==> src/rtl/if_stage.sv <==
// Instruction-fetch stage: PC register, next-PC prediction
// from predecode, and the IF/ID pipeline register.
module if_stage #(
  parameter logic [31:0] RESET_PC  = 32'h0000_0000,
  parameter logic [31:0] NOP_INSTR = 32'h0000_0013
) (
  input  logic        clk,
  input  logic        rst_n,
  output logic [31:0] imem_addr_o,
  input  logic [31:0] imem_instr_i,
  input  logic        stall_if_i,
  input  logic        ex_redirect_i,
  input  logic [31:0] ex_redirect_pc_i,
  input  logic        prediction_hazard_i,
  output logic [4:0]  prediction_Rs1_id_o,
  output logic [4:0]  prediction_Rs2_id_o,
  input  logic [31:0] prediction_Rs1_data_id_i,
  input  logic [31:0] prediction_Rs2_data_id_i,
  output logic [31:0] instr_if_o,
  output logic [31:0] pc_if_o,
  output logic        valid_if_o,
  output logic        pred_taken_if_o,
  output logic [31:0] pred_target_if_o,
  output logic [31:0] redirect_cnt_o
);

  localparam logic [6:0] OP_JAL  = 7'b1101111;
  localparam logic [6:0] OP_JALR = 7'b1100111;
  localparam logic [6:0] OP_BR   = 7'b1100011;

  logic [31:0] pc_q, pc_d;
  logic [31:0] instr_q, instr_d;
  logic [31:0] pcif_q, pcif_d;
  logic        valid_q, valid_d;
  logic        tk_q, tk_d;
  logic [31:0] tgt_q, tgt_d;
  logic [31:0] cnt_q, cnt_d;

  logic [31:0] ins;
  logic [31:0] rs1, rs2;
  logic [31:0] imm_j, imm_i, imm_b;
  logic [31:0] pc_plus4;
  logic [2:0]  f3;
  logic        is_jal, is_jalr, is_br;
  logic        br_cond;
  logic        pred_tk;
  logic [31:0] pred_tgt;

  assign ins   = imem_instr_i;
  assign rs1   = prediction_Rs1_data_id_i;
  assign rs2   = prediction_Rs2_data_id_i;
  assign f3    = ins[14:12];
  assign imm_j = {{12{ins[31]}}, ins[19:12], ins[20],
                  ins[30:21], 1'b0};
  assign imm_i = {{20{ins[31]}}, ins[31:20]};
  assign imm_b = {{20{ins[31]}}, ins[7], ins[30:25],
                  ins[11:8], 1'b0};

  assign pc_plus4 = pc_q + 32'd4;
  assign is_jal   = ins[6:0] == OP_JAL;
  assign is_jalr  = ins[6:0] == OP_JALR;
  assign is_br    = ins[6:0] == OP_BR;

  assign imem_addr_o         = pc_q;
  assign prediction_Rs1_id_o = ins[19:15];
  assign prediction_Rs2_id_o = ins[24:20];

  always_comb begin
    br_cond = 1'b0;
    case (f3)
      3'b000: br_cond = rs1 == rs2;
      3'b001: br_cond = rs1 != rs2;
      3'b100: br_cond = $signed(rs1) < $signed(rs2);
      3'b101: br_cond = $signed(rs1) >= $signed(rs2);
      3'b110: br_cond = rs1 < rs2;
      3'b111: br_cond = rs1 >= rs2;
      default: br_cond = 1'b0;
    endcase
  end

  always_comb begin
    pred_tk  = 1'b0;
    pred_tgt = pc_plus4;
    unique case (1'b1)
      is_jal: begin
        pred_tk  = 1'b1;
        pred_tgt = pc_q + imm_j;
      end
      is_jalr: begin
        if (!prediction_hazard_i) begin
          pred_tk  = 1'b1;
          pred_tgt = (rs1 + imm_i) & ~32'h1;
        end
      end
      is_br: begin
        // Untrusted operands fall back to backward-taken.
        pred_tk = prediction_hazard_i ? ins[31] : br_cond;
        if (pred_tk) pred_tgt = pc_q + imm_b;
      end
      default: ;
    endcase
  end

  always_comb begin
    pc_d    = pc_q;
    instr_d = instr_q;
    pcif_d  = pcif_q;
    valid_d = valid_q;
    tk_d    = tk_q;
    tgt_d   = tgt_q;
    cnt_d   = cnt_q;
    if (ex_redirect_i) begin
      pc_d    = ex_redirect_pc_i;
      instr_d = NOP_INSTR;
      valid_d = 1'b0;
      tk_d    = 1'b0;
      cnt_d   = cnt_q + 32'd1;
    end else if (!stall_if_i) begin
      pc_d    = pred_tgt;
      instr_d = ins;
      pcif_d  = pc_q;
      valid_d = 1'b1;
      tk_d    = pred_tk;
      tgt_d   = pred_tgt;
    end
  end

  always_ff @(posedge clk or negedge rst_n) begin
    if (!rst_n) begin
      pc_q    <= RESET_PC;
      instr_q <= NOP_INSTR;
      pcif_q  <= 32'd0;
      valid_q <= 1'b0;
      tk_q    <= 1'b0;
      tgt_q   <= 32'd0;
      cnt_q   <= 32'd0;
    end else begin
      pc_q    <= pc_d;
      instr_q <= instr_d;
      pcif_q  <= pcif_d;
      valid_q <= valid_d;
      tk_q    <= tk_d;
      tgt_q   <= tgt_d;
      cnt_q   <= cnt_d;
    end
  end

  assign instr_if_o       = instr_q;
  assign pc_if_o          = pcif_q;
  assign valid_if_o       = valid_q;
  assign pred_taken_if_o  = tk_q;
  assign pred_target_if_o = tgt_q;
  assign redirect_cnt_o   = cnt_q;

endmodule

==> config.mk <==
export PLATFORM = sky130hd
export DESIGN_NAME = if_stage
export DESIGN_NICKNAME = d
export VERILOG_FILES = /design/src/rtl/if_stage.sv
export SDC_FILE = /design/constraint.sdc
export NUM_CORES = 1
export LEC_CHECK = 0
export CELL_PAD_IN_SITES_DETAIL_PLACEMENT = 2
export CELL_PAD_IN_SITES_GLOBAL_PLACEMENT = 2
export CORE_ASPECT_RATIO = 0.5
export CORE_MARGIN = 4
export CORE_UTILIZATION = 34
export CTS_CLUSTER_SIZE = 16
export DETAILED_ROUTE_END_ITERATION = 6
export DONT_BUFFER_PORTS = 1
export GPL_TIMING_DRIVEN = 1
export PLACE_DENSITY = 0.84
export SETUP_SLACK_MARGIN = 0.4
export SYNTH_ARGS = -nofsm -noshare
export SYNTH_HDL_FRONTEND = slang
export SYNTH_SLANG_ARGS = --single-unit
export TNS_END_PERCENT = 20
==> constraint.sdc <==
create_clock -name clk -period 2.8 [get_ports clk]
set_clock_uncertainty 0.05 [all_clocks]
set_input_delay 0.28 -clock clk [delete_from_list [all_inputs] [get_ports clk]]
set_output_delay 0.28 -clock clk [all_outputs]
set_load 0.05 [all_outputs]
==> impl_results.md <==
- Clock latency at the later pin of the worst-skew pair: 0.54 ns
- Clock Sinks: 162
- Met1 usage: 0.573
- Placed Cells incl. Taps: around 2400
- CTS Buffer Depth: 2
- Crit path launch: imem_addr_o[3]
- Via/cell ratio: 7.59
- Largest net degree at the start of global routing: approximately 160
- Tmin final: 4.12 ns
- Worst-path fanout max: 5
- Async S/R FF share, synth: 1.00
- GR Layer Usage met3: 0.202
- Fraction of layout cells with a size suffix above 1: 0.324
- Yosys reg bits: 162
- HP Class: primary input to async pin
- Die W: just under 300 µm
- Slew headroom: 0.350
- Number of I/O pins: 305
- GRT Util Overall: 0.481
- DP Worst Slack: -0.768 ns
- DRC viols: 124
- Post-synth EDFFs: 0
- M2 GR Usage: 0.719
- Initial drt markers: 3255
- Syn Area/Cell: 8.20 µm²
- Die area: 43100 µm²
- R2r endpoint: pred_target_if_o[14]
- Reg-to-Reg Start: imem_addr_o[3]
- CP arrival: 4.44 ns
- Non-Filler Instances: 2583
- Post-synthesis cell type count: 83
- MaxCap Viol Count: 0
- Post-synthesis sequential area ratio: 0.301
- First-pass GRT wire length: 150000 µm
- RePlAce Congestion: 0.970
- Clock Root Buffer: clkbuf_16
- # nets final: 2271
- Wire per inst: ~45 µm
- Final antenna-violating net count: 0
- Tightest Pin Transition: 0.974 ns
- Router iterations before antenna repair: 7
- GR peak layer: met2
- Final worst-path cycle share: 1.47
- Core area: just under 40000 µm²
- Reg2reg setup slack: -1.32 ns
- Ys Warns: 0
- Worst path required time: approximately 3.1 ns
- VDD IR max: 0.507 mV
- Final WS setup: -1.32 ns
- Setup_tns: -42.91 ns
- Remaining global-route overflow: 0
- Crit end category: flop
- Count of input and output buffers: 0
- Predominant post-synthesis flop cell: dfrtp_1
- Initial antenna violation count: 20
- WS Path Type: flop to flop
- Vias in the first global route: 19600
- Post-DP HPWL: 61100 µm
- Max Freq: 0.243 GHz
- R2r worst-path depth: 12
- Synthesized net count: ~1900
- Final Setup Violations: 62
- Syn Inst Count: 1644
- CP endpoint: pred_target_if_o[14]
- Area growth syn-to-layout: 43.8%
- Syn Std Cell Area: 13500 µm²
- Slew Viols, Final: 0
- Status: complete, but fails checks
- CTS tree: done
- Core Rows: just over 50
- Final hold viol count: 173
- Hold Slack: -0.609 ns
- RSZ-0062 raised after global routing: true
- Via count: 19600
- Routed wire length: ~120000 µm
- Worst setup SP type: flop
- Initial Util: 0.346
- Total CTS buffers: 17
- Power per cell area: 644 nW/µm²
- Clock-pin slew on the worst setup and hold paths: approximately 0.12 ns
- H-tree levels: 4
- Leakage: approximately 0.0089 µW
- Failing checks: DRC, hold timing, setup timing
- Die height: ~150 µm
## flip-flops by register name, summed over array words and instances (netlist names)
name,count
imem_addr_o,32
instr_if_o,32
pc_if_o,32
pred_taken_if_o,1
pred_target_if_o,32
redirect_cnt_o,32
valid_if_o,1
## layout make-up
class,count,area (µm²)
antenna,12,30.0
clock buffer,17,425
clock inverter,15,203
fill,4106,19600
inverter,70,278
multi-input combinational,1327,10000
sequential,162,4090
tap,530,663
timing repair buffer,450,3670
## power by group
group	switching, µW	total [µW]	internal, µW
Clock	1620	2940	1320
Sequential	1150	3750	2600
Combinational	3670	5770	2100
Total	6440	12500	6020
## through the flow
stage          area, µm²  power (µW)  utilization
6_report           19400       12500        0.497
5_1_grt            19400       12500        0.496
4_1_cts            18800       11100        0.482
3_5_place_dp       16800        7700        0.431
3_3_place_gp       16800        7320        0.431
2_1_floorplan      13800        5800            -
## per-layer routing
metal  vias up  wire length [µm]
met1      9605             40600
met5         -               240
li1       6668                 -
met3      1045             17600
met2      2273             46400
met4        22             12600
## worst max-delay path, stage by stage (launching register included)
cell     delay [ns]
dfrtp_2        0.55
buf_4          0.22
ha_1           0.30
nand3_1        0.24
buf_4          0.23
nor2_1         0.30
buf_4          0.22
nand2_1        0.11
xor2_1         0.65
o21ai_0        0.29
a221o_1        0.35
a21oi_2        0.31
nor2_1         0.16
## placed cells by master (no fill, tap or decap), types with 10 or more instances in the layout
cell	synthesis	final
xnor2_2	0	13
mux2i_1	43	40
buf_4	10	364
buf_6	4	18
nor3_1	29	25
nand2_1	237	233
o21ai_0	83	58
nand4_1	27	27
nor2_2	0	10
xnor2_1	79	64
ha_4	0	16
o21ai_2	0	16
diode_2	0	12
inv_1	70	66
a221oi_2	3	11
and3_1	38	35
dlygate4sd3_1	0	63
ha_1	107	87
o211ai_1	28	28
a21o_1	35	35
o21a_1	13	11
nand3_1	66	61
dfrtp_2	0	16
xor2_1	47	42
nand2b_1	12	12
nor2_1	139	124
a21oi_1	113	85
o21ai_1	4	11
a21oi_2	0	27
dfrtp_1	159	141
clkbuf_16	0	17
## cell usage after synthesis, types with 9 or more instances
| master | instances | area [µm²] |
|---|---|---|
| a211oi_1 | 14 | 105 |
| a21o_1 | 35 | 263 |
| a21oi_1 | 113 | 566 |
| a221o_1 | 9 | 90.1 |
| a221oi_1 | 16 | 140 |
| a31oi_1 | 11 | 68.8 |
| and2_1 | 9 | 56.3 |
| and3_1 | 38 | 238 |
| and4_1 | 9 | 78.8 |
| buf_1 | 10 | 37.5 |
| buf_4 | 10 | 75.1 |
| clkbuf_1 | 54 | 203 |
| dfrtp_1 | 159 | 3980 |
| ha_1 | 107 | 1340 |
| inv_1 | 70 | 263 |
| mux2i_1 | 43 | 430 |
| nand2_1 | 237 | 890 |
| nand2b_1 | 12 | 75.1 |
| nand3_1 | 66 | 330 |
| nand4_1 | 27 | 169 |
| nor2_1 | 139 | 522 |
| nor3_1 | 29 | 145 |
| o211ai_1 | 28 | 210 |
| o21a_1 | 13 | 97.6 |
| o21ai_0 | 83 | 415 |
| o21bai_1 | 10 | 75.1 |
| or3_1 | 9 | 56.3 |
| xnor2_1 | 79 | 692 |
| xor2_1 | 47 | 412 |
## worst min-delay path by stage
stage | endpoint | slack [ns] | cells past startpoint | from
global route | imem_addr_o[27] | -0.61 | 0 | rst_n
detailed placement | redirect_cnt_o[15] | -0.06 | 0 | rst_n
finish | imem_addr_o[27] | -0.61 | 0 | rst_n
floorplan | imem_addr_o[0] | -0.07 | 0 | rst_n
global placement | redirect_cnt_o[17] | -0.06 | 0 | rst_n
CTS | redirect_cnt_o[15] | -0.56 | 0 | rst_n
## cell families (layout without fill, tap and decap cells)
kind of cell | after synthesis | after routing | synth area share
simple gates | 612 | 612 | 0.211
compound gates | 426 | 426 | 0.213
flops | 162 | 162 | 0.301
buf+inv | 155 | 552 | 0.0488
xor+xnor | 126 | 126 | 0.0819
fa+ha+maj | 110 | 110 | 0.104
mux | 53 | 53 | 0.0403
other cells | 0 | 12 | 0
## what timing repair did
item / CTS / global route
pin swaps: 78 / 44
endpoints found under the setup margin: 63 / 70
hold endpoints to repair: 227 / 183
hold buffers: 54 / 10
setup buffers: 19 / 9
resized for setup: 141 / 80
Power figures use the tool's default switching activity.
